File: config.mk
export PLATFORM = sky130hd
export DESIGN_NAME = maple_tx_seq
export DESIGN_NICKNAME = d
export VERILOG_FILES = /design/src/rtl/maple_pkg.sv /design/src/rtl/maple_gap_timer.sv /design/src/rtl/maple_tx_seq.sv
export SDC_FILE = /design/constraint.sdc
export NUM_CORES = 1
export LEC_CHECK = 0
export CAP_MARGIN = 20
export CORE_ASPECT_RATIO = 1.75
export CORE_MARGIN = 5
export CORE_UTILIZATION = 30
export CTS_CLUSTER_SIZE = 10
export DETAILED_ROUTE_END_ITERATION = 8
export SKIP_LAST_GASP = 1
export SLEW_MARGIN = 20
export SYNTH_ARGS = -nofsm -noshare
export SYNTH_HDL_FRONTEND = slang
export SYNTH_HIERARCHICAL = 1
export SYNTH_SLANG_ARGS = --single-unit
File: constraint.sdc
create_clock -name clk -period 2.3 [get_ports clk]
set_clock_uncertainty 0.15 [all_clocks]
set_input_delay 0.575 -clock clk [delete_from_list [all_inputs] [get_ports clk]]
set_output_delay 0.575 -clock clk [all_outputs]
set_load 0.1 [all_outputs]
File: src/rtl/maple_pkg.sv
// Shared Maple bus definitions: transmit sequencer states and frame-size constants.
package maple_pkg;

  localparam int unsigned MAPLE_HDR_BYTES       = 4;
  localparam int unsigned MAPLE_MAX_WORDS       = 255;
  localparam int unsigned MAPLE_MAX_FRAME_BYTES = MAPLE_HDR_BYTES + MAPLE_MAX_WORDS * 4 + 1;
  localparam int unsigned MAPLE_CNT_W           = 11;

  typedef enum logic [2:0] {
    ST_IDLE,
    ST_START,
    ST_STREAM,
    ST_CSUM,
    ST_END,
    ST_DRAIN,
    ST_GAP
  } maple_tx_state_t;

endpackage

File: src/rtl/maple_gap_timer.sv
// Inter-frame gap timer: counts TICKS tick strobes after start, then holds expired.
module maple_gap_timer #(
  parameter int unsigned TICKS = 8
) (
  input  logic clk,
  input  logic rst_n,
  input  logic tick,
  input  logic start,
  output logic expired
);

  localparam int unsigned CW = (TICKS < 1) ? 1 : $clog2(TICKS + 1);
  localparam logic [CW-1:0] TERM = TICKS[CW-1:0];

  logic [CW-1:0] cnt;
  logic          running;

  assign expired = running && (cnt == TERM);

  // Restart on start, advance on each tick until the terminal count.
  always_ff @(posedge clk or negedge rst_n) begin
    if (!rst_n) begin
      cnt     <= '0;
      running <= 1'b0;
    end else if (start) begin
      cnt     <= '0;
      running <= 1'b1;
    end else if (running && tick && !expired) begin
      cnt <= cnt + 1'b1;
    end
  end

endmodule

File: src/rtl/maple_tx_seq.sv
// Maple bus frame transmit sequencer: feeds the output stage one byte at a time,
// issues start/end triggers and enforces the inter-frame gap.
// Build option: define MAPLE_TX_CHECKSUM_EN to append the XOR checksum byte.
module maple_tx_seq
  import maple_pkg::*;
#(
  parameter int unsigned MAX_BYTES = MAPLE_MAX_FRAME_BYTES,
  parameter int unsigned GAP_TICKS = 8
) (
  input  logic       clk,
  input  logic       rst_n,
  input  logic       tick,
  input  logic [7:0] in_data,
  input  logic       in_valid,
  input  logic       in_last,
  output logic       in_ready,
  output logic       trigger_start,
  output logic       trigger_end,
  output logic [7:0] fifo_data,
  output logic       data_avail,
  input  logic       data_consume,
  input  logic       start_active,
  input  logic       end_active,
  input  logic       oe,
  output logic       busy,
  output logic       done,
  output logic       err_overflow
);

`ifdef MAPLE_TX_CHECKSUM_EN
  localparam int unsigned HOST_LIMIT = MAX_BYTES - 1;
`else
  localparam int unsigned HOST_LIMIT = MAX_BYTES;
`endif
  localparam logic [MAPLE_CNT_W-1:0] LIMIT_CNT = HOST_LIMIT[MAPLE_CNT_W-1:0];

  maple_tx_state_t        state, state_n;
  logic [7:0]             hold;
  logic                   hold_valid;
  logic [MAPLE_CNT_W-1:0] byte_cnt;
  logic [MAPLE_CNT_W-1:0] cnt_inc;
  logic                   last_seen;
  logic                   load;
  logic                   consume;
  logic                   hit_limit;
  logic                   leave_stream;
  logic                   gap_start;
  logic                   gap_expired;

  assign in_ready     = (state == ST_STREAM) && !last_seen && (!hold_valid || data_consume);
  assign load         = in_valid && in_ready;
  assign consume      = hold_valid && data_consume;
  assign cnt_inc      = byte_cnt + 1'b1;
  assign hit_limit    = (cnt_inc == LIMIT_CNT);
  // Only the final host byte may end the stream; an empty holding register
  // without last_seen is a host stall, not end of frame.
  assign leave_stream = (state == ST_STREAM) && last_seen && (!hold_valid || consume);
  assign fifo_data    = hold;
  assign data_avail   = hold_valid;
  assign busy         = (state != ST_IDLE);

  // State register.
  always_ff @(posedge clk or negedge rst_n) begin
    if (!rst_n) state <= ST_IDLE;
    else        state <= state_n;
  end

  // Next-state and trigger/done pulse decode.
  always_comb begin
    state_n       = state;
    trigger_start = 1'b0;
    trigger_end   = 1'b0;
    done          = 1'b0;
    gap_start     = 1'b0;
    case (state)
      ST_IDLE:   if (in_valid) state_n = ST_START;
      ST_START: begin
        trigger_start = 1'b1;
        state_n       = ST_STREAM;
      end
      ST_STREAM: if (leave_stream) begin
`ifdef MAPLE_TX_CHECKSUM_EN
        state_n = ST_CSUM;
`else
        state_n = ST_END;
`endif
      end
      ST_CSUM:   if (consume) state_n = ST_END;
      ST_END:    if (!start_active) begin
        trigger_end = 1'b1;
        state_n     = ST_DRAIN;
      end
      ST_DRAIN:  if (!end_active && !oe) begin
        gap_start = 1'b1;
        state_n   = ST_GAP;
      end
      ST_GAP:    if (gap_expired) begin
        done    = 1'b1;
        state_n = ST_IDLE;
      end
      default:   state_n = ST_IDLE;
    endcase
  end

  // Byte counter, end-of-frame flag and sticky overflow.
  always_ff @(posedge clk or negedge rst_n) begin
    if (!rst_n) begin
      byte_cnt     <= '0;
      last_seen    <= 1'b0;
      err_overflow <= 1'b0;
    end else if (state == ST_START) begin
      byte_cnt     <= '0;
      last_seen    <= 1'b0;
      err_overflow <= 1'b0;
    end else if (load) begin
      byte_cnt <= cnt_inc;
      if (in_last || hit_limit) last_seen <= 1'b1;
      if (hit_limit && !in_last) err_overflow <= 1'b1;
    end
  end

`ifdef MAPLE_TX_CHECKSUM_EN
  logic [7:0] csum;

  // Running XOR of accepted host bytes.
  always_ff @(posedge clk or negedge rst_n) begin
    if (!rst_n)                  csum <= '0;
    else if (state == ST_START)  csum <= '0;
    else if (load)               csum <= csum ^ in_data;
  end
`endif

  // One-byte holding register presented to the output stage.
  always_ff @(posedge clk or negedge rst_n) begin
    if (!rst_n) begin
      hold       <= '0;
      hold_valid <= 1'b0;
    end else if (load) begin
      hold       <= in_data;
      hold_valid <= 1'b1;
`ifdef MAPLE_TX_CHECKSUM_EN
    end else if (leave_stream) begin
      hold       <= csum;
      hold_valid <= 1'b1;
`endif
    end else if (consume) begin
      hold_valid <= 1'b0;
    end
  end

  maple_gap_timer #(
    .TICKS (GAP_TICKS)
  ) u_gap_timer (
    .clk     (clk),
    .rst_n   (rst_n),
    .tick    (tick),
    .start   (gap_start),
    .expired (gap_expired)
  );

endmodule

==> metrics.txt <==
first-pass GRT wire length 6400 um; top-count cell post-synth dfrtp_1; routed wire length about 3900 um; Total Routing Usage GR between 10% and 20%; Place WS -0.0582 ns; HPWL Detailed 2790 um; RePlAce Congestion between 0.8 and 0.9; ant diodes 0; Design Area, Final between 0.002 and 0.0025 mm^2; Synth Area in Compound Gates 16.8%; Async S/R FF share, synth 100%; EDFF count, synth 0; Fill cells 547; Vias 1,477; Final Hold Violating Endpoints 0; CTS Buf Count 5; CTS tree done; Slowest-stage cell, CP dfrtp_1; f_max 439 MHz; slew of the pin with the lowest slew margin 0.398 ns; Period minus WS final roughly 2.3 ns; pwr dens 1380 mW/mm^2; GR Overflow Total 0; CTS clock-pin slew for the worst setup and hold paths about 0.060 ns; Distinct cells, synth between 40 and 50; Avg Cell Area, Syn 9.61 um^2; Top FF cell, synth dfrtp_1; Post-Syn Area roughly 0.0017 mm^2; Crit. path cell count 6; status finished clean; fin crit share 99.1%; peak supply drop 0.800 mV; Post-Synth Adder-Cell Area around 3%; Final setup viols 0; CP endpoint kind output port; largest net degree at the start of global routing 31; core area 0.00554 mm^2; Post-route DRC 0; cell family with most CP delay simple AND/OR/NAND/NOR gates; largest family of logic cells by synthesized area simple AND/OR/NAND/NOR gates; drt first-iter violations 89; synth cell count leaders dfrtp_1, nor2_1, o21ai_0; CP startpoint u_gap_timer/cnt[0]; crit path launch type flop; Via density around 4.8; Worst Setup EP done; number of I/O port buffers 31; XOR/XNOR share of the synthesized area 1.54%; clk_lat worst skew 0.27 ns; Worst EP required 1.57 ns; Max-Cap Viols 0; Yosys reg bits 30; H-tree lvl count 2; Initial Utilization 30.7%; Initial DRT Pass Iterations 4; Routed Antenna Nets 0; mux cell area share after synthesis just under 8%; WP data arrival 1.55 ns; sequential share of the synthesized area 44.1%; row cnt 36; Worst R2R Setup Slack 0.30 ns; FF-to-FF path depth 7; Die Ht 110 um; Clock Tree Root clkbuf_8; Critical Path Fanout Max 3; share of cells above drive strength 1 33.2%; I/O pin total 32; cts hold-fix bufs 0; critical path type flop to output port; Synthesized Nets 198; DR WL/cell 12.8 um; clk sinks 30; Die W about 67 um; Area contributors post-synth dfrtp_1, mux2_2, o21ai_0, nor2_1, ha_1; Pleak about 1.1 nW; area leader, netlist dfrtp_1; critical path cell sequence inv_2 > ha_4 > and3b_2 > and2_4 > and3_4 > buf_12; Buf/Inv on CP 2; worst flop-to-flop path startpoint byte_cnt[1]; Slew Viols, Final 0; simple-gate share of the synthesized area 22.3%; top cell type's share of synthesized area 44.1%; Largest stage delay, worst path just under 0.4 ns; Hold Crit Class flop to flop; Post-Syn Instances 177; vias in the first global route 1,404; RSZ-0062 raised after global routing yes; Relative slew margins 73.4%; Die ar. 0.00734 mm^2; initial antenna violation count 0; Placed Area 0.00222 mm^2; Synth-to-Final Area Change 43.0%; Ys Warns 6; slack of the critical path 0.0209 ns; R2R Path End err_overflow; Total Nets Final 249; CTS Buffer Depth 2
==> cell type report <==
type	count	area, um^2	share of cell area (%)
Clock buffer	8	110	4.52
Sequential cell	30	753	31.0
Inverter	8	33.8	1.39
Tap cell	76	95.1	3.91
Multi-Input combinational cell	130	930	38.2
Timing Repair Buffer	53	512	21.0
==> power breakdown <==
part           internal [mW]  switching, mW
registers              0.703          0.137
clock network          0.302          0.190
logic                  0.737           1.30
total                   1.74           1.63
==> state kept, by name, indices dropped and copies added (netlist names) <==
| signal | cells |
|---|---|
| byte_cnt | 11 |
| fifo_data | 8 |
| u_gap_timer/cnt | 4 |
| state | 3 |
| data_avail | 1 |
| err_overflow | 1 |
| last_seen | 1 |
| u_gap_timer/running | 1 |
==> logic make-up (layout without fill, tap and decap cells) <==
group,after synthesis,count (layout)
simple gates,67,67
compound gates,44,44
flops,30,30
buf+inv,17,69
mux,12,12
fa+ha+maj,4,4
xor+xnor,3,3
==> worst min-delay path by stage <==
| stage | end | slack, ns | cells after the start | from |
|---|---|---|---|---|
| after global routing | fifo_data[5] | 0.38 | 1 | fifo_data[5] |
| after detailed placement | fifo_data[2] | 0.35 | 1 | fifo_data[2] |
| after floorplan | byte_cnt[0] | 0.13 | 0 | rst_n |
| after global placement | byte_cnt[10] | 0.33 | 2 | byte_cnt[10] |
| after CTS | fifo_data[2] | 0.36 | 1 | fifo_data[2] |
| final | fifo_data[2] | 0.36 | 1 | fifo_data[2] |
==> per-stage QoR <==
step / utilization, % / hold WS, ns / std cells / TNS, ns / total power, mW
global placement: 40.1 / 0.333 / 288 / -0.0982 / 2.73
CTS: 43.1 / 0.360 / 301 / -0.00213 / 3.32
finish: 43.9 / 0.357 / 305 / 0 / 3.37
detailed placement: 40.1 / 0.345 / 288 / -0.0931 / 2.75
global route: 43.9 / 0.377 / 305 / -0.0501 / 3.57
floorplan: - / 0.129 / 177 / -0.140 / 2.20
==> worst register-to-register path, cell delays in order (launching register included) <==
cell and delay (ns):
dfrtp_1 0.43, ha_1 0.27, buf_4 0.18, xnor2_1 0.13
and2_1 0.15, mux2i_1 0.11, nor4b_2 0.35, a31o_1 0.18
==> cell usage in the layout (no fill, tap or decap), types with 2 or more instances in the layout <==
cell type	count
a21oi_1	5
a311oi_1	2
a31o_2	2
and3_1	2
and3_4	2
buf_12	6
buf_4	31
clkbuf_8	8
clkdlybuf4s50_1	15
dfrtp_1	28
dfrtp_2	2
ha_1	3
inv_1	5
inv_2	2
mux2_2	10
mux2i_1	2
nand2_1	10
nand2b_1	5
nand3_1	6
nand4_1	4
nor2_1	17
nor2b_1	5
o21a_1	2
o21ai_0	14
o22ai_1	2
o31ai_1	6
or3_1	3
xnor2_1	2
==> what timing repair did <==
action                                  in CTS  in global routing
buffers inserted                             5                  4
endpoints found under the setup margin       3                  2
pin swaps                                    1                  1
resized for setup                            6                  5
==> routing by layer <==
| metal | vias to the layer above | global-route usage, % | share of wire [%] |
|---|---|---|---|
| met2 | 28 | 21.4 | 56 |
| met4 | 0 | 3.92 | 1.2 |
| met1 | 708 | 11.9 | 38 |
| li1 | 737 | - | - |
| met5 | - | 0 | 0 |
| met3 | 4 | 3.48 | 3.8 |
Power figures use the tool's default switching activity.
